[src/rtl/phy_pkg.sv]
// Shared definitions for the PHY feed FIFO: default geometry, pointer width
// helper and the per-edge operation encoding.
package phy_pkg;

  localparam int unsigned DATA_W_DEF = 32;
  localparam int unsigned DEPTH_DEF  = 8;

  typedef enum logic [1:0] {
    OP_NONE  = 2'b00,
    OP_WRITE = 2'b01,
    OP_POP   = 2'b10,
    OP_BOTH  = 2'b11
  } fifo_op_e;

  // One extra MSB so full and empty can be told apart when indices match.
  function automatic int unsigned ptr_w(input int unsigned depth);
    return $clog2(depth) + 1;
  endfunction

endpackage

[src/rtl/phy_fifo_mem.sv]
// Word storage for phy_feed_fifo: synchronous write, combinational read,
// contents never reset.
module phy_fifo_mem
  import phy_pkg::*;
#(
  parameter int unsigned DATA_W = DATA_W_DEF,
  parameter int unsigned DEPTH  = DEPTH_DEF,
  parameter int unsigned AW     = $clog2(DEPTH)
) (
  input  logic              clk,
  input  logic              we,
  input  logic [AW-1:0]     waddr,
  input  logic [DATA_W-1:0] wdata,
  input  logic [AW-1:0]     raddr,
  output logic [DATA_W-1:0] rdata
);

  logic [DATA_W-1:0] mem [DEPTH];

  always_ff @(posedge clk) begin
    if (we) mem[waddr] <= wdata;
  end

  assign rdata = mem[raddr];

endmodule

[src/rtl/phy_feed_fifo.sv]
// Registered-output FIFO feeding a PHY data port, drained unless hold is high.
// Define PHY_FEED_FIFO_ERR_EN to build the sticky err_overflow detector.
module phy_feed_fifo
  import phy_pkg::*;
#(
  parameter int unsigned DATA_W    = DATA_W_DEF,
  parameter int unsigned DEPTH     = DEPTH_DEF,
  parameter int unsigned AFULL_THR = 6
) (
  input  logic                      clk_f,
  input  logic                      reset,
  input  logic [DATA_W-1:0]         data_in,
  input  logic                      push,
  input  logic                      hold,
  output logic [DATA_W-1:0]         data_out,
  output logic                      valid_out,
  output logic                      full,
  output logic                      empty,
  output logic                      almost_full,
  output logic [ptr_w(DEPTH)-1:0]   fill_level,
  output logic                      err_overflow
);

  localparam int unsigned PW = ptr_w(DEPTH);
  localparam int unsigned AW = PW - 1;

  logic [PW-1:0]     wr_ptr, rd_ptr;
  logic [PW-1:0]     wr_ptr_nxt, rd_ptr_nxt, level_nxt;
  logic              pop, wr;
  logic              full_nxt, empty_nxt;
  fifo_op_e          op;
  logic [DATA_W-1:0] head;

  phy_fifo_mem #(
    .DATA_W (DATA_W),
    .DEPTH  (DEPTH),
    .AW     (AW)
  ) u_mem (
    .clk   (clk_f),
    .we    (wr),
    .waddr (wr_ptr[AW-1:0]),
    .wdata (data_in),
    .raddr (rd_ptr[AW-1:0]),
    .rdata (head)
  );

  // Pop decision uses the registered empty flag, so a word written this edge
  // can never be drained before the next one.
  always_comb begin
    pop        = !empty && !hold;
    wr         = push && (!full || pop);
    op         = OP_NONE;
    wr_ptr_nxt = wr_ptr;
    rd_ptr_nxt = rd_ptr;
    level_nxt  = fill_level;
    case ({pop, wr})
      2'b01:   op = OP_WRITE;
      2'b10:   op = OP_POP;
      2'b11:   op = OP_BOTH;
      default: op = OP_NONE;
    endcase
    if (wr)  wr_ptr_nxt = wr_ptr + PW'(1);
    if (pop) rd_ptr_nxt = rd_ptr + PW'(1);
    unique case (op)
      OP_WRITE: level_nxt = fill_level + PW'(1);
      OP_POP:   level_nxt = fill_level - PW'(1);
      default:  level_nxt = fill_level;
    endcase
    full_nxt  = (wr_ptr_nxt[AW-1:0] == rd_ptr_nxt[AW-1:0]) &&
                (wr_ptr_nxt[AW] != rd_ptr_nxt[AW]);
    empty_nxt = (wr_ptr_nxt == rd_ptr_nxt);
  end

  always_ff @(posedge clk_f or negedge reset) begin
    if (!reset) begin
      wr_ptr      <= '0;
      rd_ptr      <= '0;
      fill_level  <= '0;
      data_out    <= '0;
      valid_out   <= 1'b0;
      full        <= 1'b0;
      empty       <= 1'b1;
      almost_full <= 1'b0;
    end else begin
      wr_ptr      <= wr_ptr_nxt;
      rd_ptr      <= rd_ptr_nxt;
      fill_level  <= level_nxt;
      valid_out   <= pop;
      full        <= full_nxt;
      empty       <= empty_nxt;
      almost_full <= (level_nxt >= PW'(AFULL_THR));
      if (pop) data_out <= head;
    end
  end

`ifdef PHY_FEED_FIFO_ERR_EN
  logic drop;
  assign drop = push && full && !pop;

  always_ff @(posedge clk_f or negedge reset) begin
    if (!reset)    err_overflow <= 1'b0;
    else if (drop) err_overflow <= 1'b1;
  end
`else
  assign err_overflow = 1'b0;
`endif

endmodule

[config.mk]
export PLATFORM = sky130hd
export DESIGN_NAME = phy_feed_fifo
export DESIGN_NICKNAME = d
export VERILOG_FILES = /design/src/rtl/phy_pkg.sv /design/src/rtl/phy_fifo_mem.sv /design/src/rtl/phy_feed_fifo.sv
export SDC_FILE = /design/constraint.sdc
export NUM_CORES = 1
export LEC_CHECK = 0
export CAP_MARGIN = 0
export CORE_ASPECT_RATIO = 1.25
export CORE_MARGIN = 2
export CORE_UTILIZATION = 30
export DETAILED_ROUTE_END_ITERATION = 7
export GPL_TIMING_DRIVEN = 0
export PLACE_DENSITY_LB_ADDON = 0.12
export SYNTH_ARGS = -nofsm -noshare
export SYNTH_HDL_FRONTEND = slang
export SYNTH_HIERARCHICAL = 1
export SYNTH_SLANG_ARGS = --single-unit
[constraint.sdc]
create_clock -name clk_f -period 3.2 [get_ports clk_f]
set_input_delay 0.32 -clock clk_f [delete_from_list [all_inputs] [get_ports clk_f]]
set_output_delay 0.32 -clock clk_f [all_outputs]
set_load 0.005 [all_outputs]
==> run metrics, run 1 <==
synth warn=6; P_int=9.13 mW; Pre-antenna DRT Iters=4; Cell Area, Synth=0.0119 mm²; final period utilization=79.4%; cts repair resizes=0; H-tree levels=1; ys async rst share=15.8%; Buf/Inv on CP=2; ranking of synthesized cells by area=edfxtp_1, dfrtp_1, mux4_1; Clock Tree Root=clkbuf_16; setup_tns=0 ns; core outline area=0.0391 mm²; Sink Count=304; Switch Pwr=3.63 mW; largest net degree at the start of global routing=28; Finished Core Util=37.0%; RSZ-0062 raised after global routing=false; Power Density=881 mW/mm²; die area=0.0412 mm²; Max-slew headroom=39.5%; Comb pwr share=31.6%; CTS tree=built; crit end category=flop; DRC violation count after routing=0; GRT Total Usage=13.2%; Std-Cell Rows=81; clk_lat worst skew=0.56 ns; Post-DP HPWL=16000 µm; post-route minimum period=2.54 ns; Starting Density=30.4%; Worst EP required=3.65 ns; EDFF count, synth=256; initial antenna violation count=1; Synth Register Bits=304; Synth Instances=520; Worst Tran Pin Value=0.908 ns; Crit-path slowest cell=dfstp_2; Multi-input gate area=0.00290 mm²; maximum vdd drop=0.372 mV; CTS buffer count=31; Flop pwr share=42.4%; vias in the first global route=6061; Worst Hold Class=in -> async; switching fraction of total power=28.4%; count leader, synth=edfxtp_1; f_max=0.394 GHz; clock power share=25.9%; fin. max-slew vios=0; element type at the critical path start=flop; synth-to-layout area growth=21.9%; CP dominant cell by count=xor2_1; Sequential Area=0.00889 mm²; Yosys top cell by area=edfxtp_1; I/O Buffers=75; Die Ht=227 µm; CP Cell Sequence=nor2_2 > buf_6 > buf_2 > ha_1 > xor2_1 > ha_1 > a21oi_1 > xor2_1 > nor2_1 > xor2_1 > a21o_1; worst clock skew=0.00889 ns; Synth top area share=64.7%; Arrival @ worst endpoint=2.99 ns; Reg clk slew, reported paths=0.06 ns; Antenna Violating Nets Remaining=0; final hold viol count=0; synthesized area per cell=22.9 µm²; detailed-route via count=5508; DR iter-0 viols=388; layout cells sized above 1=27.1%; syn_nets=561; nets=681; Critical Path Max Stage Delay=0.56 ns; Top delay family on crit path=flip-flops; Total Power=12.8 mW; crit path kind=reg -> reg; Primary FF master, synth=edfxtp_1; commonest cells in the netlist=edfxtp_1, mux2_2, dfrtp_1; I/O pin total=77; grt ovf=0; outcome=finished clean; Clock Path Buffers=3; Max FO, Critical Path=12; Die W=182 µm; leakage power=4.92 nW; first-pass GRT wire length=39900 µm; number of vias per cell=4.74; sequential element share of the synthesized area=74.8%; gp weighted congestion=0.685; drt total wl=26400 µm; post-DR wirelength/cell=22.7 µm; FILL cells=3622; Unique masters post-synth=43; maximum capacitance violations=0; endpoints failing setup=0
-- layout by cell type, fill, tap and decap left out, types with 2 or more instances in the layout --
cell type	count
nor3_4	2
clkinv_2	7
inv_1	2
dfrtp_1	47
edfxtp_1	256
nand2_1	5
xnor2_2	4
clkbuf_16	31
mux4_1	40
buf_12	7
buf_6	8
buf_1	4
xor2_1	8
clkdlybuf4s50_1	74
xnor2_1	3
nand2b_1	3
clkbuf_1	9
buf_2	10
nand3_1	2
ha_1	5
a21oi_1	2
clkinv_1	8
mux2_2	65
nor2_4	6
mux4_2	24
buf_16	3
-- final cells by class --
| cell class | instances | share of cell area [%] |
|---|---|---|
| clock inverter | 18 | 0.768 |
| multi-input combinational | 191 | 20.0 |
| inverter | 2 | 0.0518 |
| antenna | 1 | 0.0173 |
| clock buffer | 39 | 5.56 |
| tap | 498 | 4.30 |
| buffer | 23 | 1.11 |
| sequential | 304 | 61.3 |
| timing repair buffer | 87 | 6.86 |
-- worst paths after layout --
check | from | endpoint | slack, ns | depth (start not counted)
max | empty | almost_full | 0.66 | 11
min | reset | data_out[26] | 0.41 | 2
max reg2reg | empty | almost_full | 0.66 | 11
min reg2reg | fill_level[3] | fill_level[3] | 0.48 | 1
max in group asynchronous | reset | data_out[6] | 2.15 | 3
min in group clk_f | fill_level[3] | fill_level[3] | 0.48 | 1
-- kinds of logic (layout without fill, tap and decap cells) --
logic type / Yosys count / in the layout / share of synthesized area [%]
buf+inv: 25 / 169 / 1.42
other cells: 1 / 2 / 0.0315
fa+ha+maj: 5 / 5 / 0.526
flops: 304 / 304 / 74.8
simple gates: 30 / 30 / 1.49
compound gates: 8 / 8 / 0.526
mux: 131 / 131 / 19.7
xor+xnor: 16 / 16 / 1.49
-- power groups by stage --
| stage | Sequential (mW) | Combinational (mW) | Clock [mW] |
|---|---|---|---|
| after global placement | 5.52 | 3.93 | 0 |
| final | 5.42 | 4.04 | 3.31 |
| after detailed placement | 5.52 | 4.13 | 0 |
| after global routing | 5.50 | 4.37 | 3.60 |
| after CTS | 5.44 | 4.15 | 3.44 |
| after floorplan | 5.46 | 2.43 | 0 |
-- metrics by stage --
step                      cells  cell area, µm²  setup WS (ns)  hold WS [ns]
after floorplan             520           11900          0.541        0.0244
after global placement     1093           13300          -1.88         0.481
after CTS                  1162           14500          0.613         0.427
after global routing       1162           14500          0.423         0.460
final                      1163           14500          0.659         0.409
after detailed placement   1104           13600          0.167         0.478
-- metal layers --
layer | up-vias | wire [µm] | GRT usage [%]
met5 | - | 13 | 0
met4 | 2 | 588 | 3.88
met3 | 38 | 1010 | 2.14
met2 | 109 | 13400 | 23.0
met1 | 2947 | 11400 | 17.1
li1 | 2412 | - | -
-- state kept, by name, summed over array words and instances, names as in the netlist --
register	flops
rd_ptr	4
empty	1
almost_full	1
fill_level	4
data_out	32
full	1
u_mem/mem	256
valid_out	1
wr_ptr	4
-- repair_timing --
item                      CTS  global route
hold endpoints to repair   25             0
hold buffers                1             0
setup buffers               0             0
No activity file was read; power rests on OpenSTA's default activity.
==> run 2: changes to the inputs <==
Clock period 3.2 ns to 2.13 ns, I/O delays scaled along.
==> run metrics, run 2 (synthesis gave the netlist of run 1 again) <==
Sequential Area=0.00889 mm²; Pre-antenna DRT Iters=4; FILL cells=3567; drt total wl=27400 µm; Std-Cell Rows=81; Clock Tree Root=clkbuf_16; Power Density=1360 mW/mm²; outcome=finished clean; nets=713; largest net degree at the start of global routing=49; Die W=182 µm; most flop-heavy register=u_mem/mem; CTS tree=built; Worst EP required=2.57 ns; Max FO, Critical Path=4; leakage power=5.23 nW; final std cells w/o fill=1195; I/O Buffers=75; Worst Tran Pin Value=0.824 ns; element type at the critical path start=flop; commonest non-fill, non-tap cells in the layout=edfxtp_1, clkdlybuf4s50_1, mux2_2; Post-DP HPWL=15700 µm; maximum vdd drop=0.502 mV; I/O pin total=77; Die Ht=227 µm; Sink Count=304; Arrival @ worst endpoint=2.53 ns; die area=0.0412 mm²; grt ovf=0; number of vias per cell=4.68; maximum capacitance violations=0; Antenna Violating Nets Remaining=0; worst clock skew=0.0262 ns; DRC violation count after routing=0; crit end category=flop; fin. max-slew vios=0; final hold viol count=0; vias in the first global route=6144; DR iter-0 viols=323; post-DR wirelength/cell=23.0 µm; f_max=0.479 GHz; core outline area=0.0391 mm²; Multi-input gate area=0.00297 mm²; Worst Hold Class=in -> async; post-route minimum period=2.09 ns; Largest regs=u_mem/mem: 256 flops, data_out: 32 flops; Setup crit start=empty; CTS buffer count=31; endpoints failing setup=0; RSZ-0062 raised after global routing=true; Diodes inserted=0; synth-to-layout area growth=27.3%; Starting Density=30.4%; layout cells sized above 1=34.0%; crit path kind=reg -> reg; Max-slew headroom=45.1%; placed cell count=1101; final period utilization=97.9%; H-tree levels=1; Clock Path Buffers=3; most common cell after layout, fill and taps aside=edfxtp_1; Reg clk slew, reported paths=0.06 ns; GRT Total Usage=13.6%; RR Startpoint=empty; first-pass GRT wire length=40500 µm; initial antenna violation count=2; gp weighted congestion=0.669; clk_lat worst skew=0.57 ns; Largest register FFs=256; Total Power=20.5 mW; detailed-route via count=5589
==> run 2: cell count changes in the layout (fill, tap and decap cells not counted), sizes merged, moves of 3 or more <==
cell | previous run | this run
clkinv | 16 | 5
clkinvlp | 1 | 5
buf | 34 | 61
bufinv | 1 | 6
inv | 2 | 5
==> run 2: through the flow <==
stage / hold WS, ns / setup WS (ns) / cell area (µm²) / TNS [ns] / util [%]
final: 0.297 / 0.0440 / 15100 / 0 / 38.7
after global routing: 0.354 / -0.120 / 15100 / -0.120 / 38.7
after CTS: 0.317 / -0.0943 / 15100 / -0.0943 / 38.5
after detailed placement: 0.374 / -0.962 / 13500 / -185.05 / 34.6
after global placement: 0.484 / -1.54 / 13300 / -349.28 / 34.1
after floorplan: -0.0826 / -0.0901 / 12000 / -5.61 / -
==> run 2: power by group <==
| group | internal (mW) | switching (mW) | total [mW] | leakage, nW |
|---|---|---|---|---|
| sequential | 7.66 | 0.481 | 8.14 | 2.89 |
| clock | 3.58 | 2.31 | 5.90 | 0.540 |
| combinational | 3.59 | 2.90 | 6.49 | 1.80 |
| total | 14.8 | 5.69 | 20.5 | 5.23 |
==> run 2: layout make-up <==
class                   count  area share, %
plain buffers              22           1.30
clock buffers              39           5.65
clock inverters            19           1.78
inverters                   2         0.0496
multi-input cells         193           19.6
flip-flops and latches    304           58.7
well taps                 498           4.12
repair buffers            118           8.77
==> run 2: path summary, 6_finish.rpt <==
kind	endpoint	slack, ns	depth (start not counted)
max	almost_full	0.04	11
min in group clk_f	u_mem/mem[6][5]	0.38	1
min reg2reg	fill_level[3]	0.49	1
max in group asynchronous	rd_ptr[0]	1.24	2
min	data_out[13]	0.30	2
max reg2reg	almost_full	0.04	11
==> run 2: timing repair <==
item	4_1_cts	5_1_grt
buffers inserted	24	10
hold buffers	1	0
gates cloned	2	0
hold endpoints to repair	47	0
endpoints found under the setup margin	292	94
pin swaps	9	6
resized for setup	26	10
==> run 2: layer usage <==
layer | global-route usage (%) | part of all wire, % | up-vias | wire length, µm
met2 | 24.3 | 52 | 94 | 14200
met3 | 2.47 | 4.1 | 28 | 1120
li1 | - | - | 2474 | -
met4 | 3.23 | 1.4 | 4 | 376
met5 | 0 | 0.11 | - | 30
met1 | 17.1 | 43 | 2989 | 11800
==> run 2: critical path, cell delays in order (launching register included) <==
cell	delay [ns]
dfstp_2	0.38
buf_6	0.12
o21ai_4	0.20
nand2_4	0.10
ha_4	0.19
xor2_1	0.14
ha_2	0.18
a21oi_2	0.11
xor2_1	0.15
nor2_1	0.07
xor2_1	0.17
a21o_1	0.16
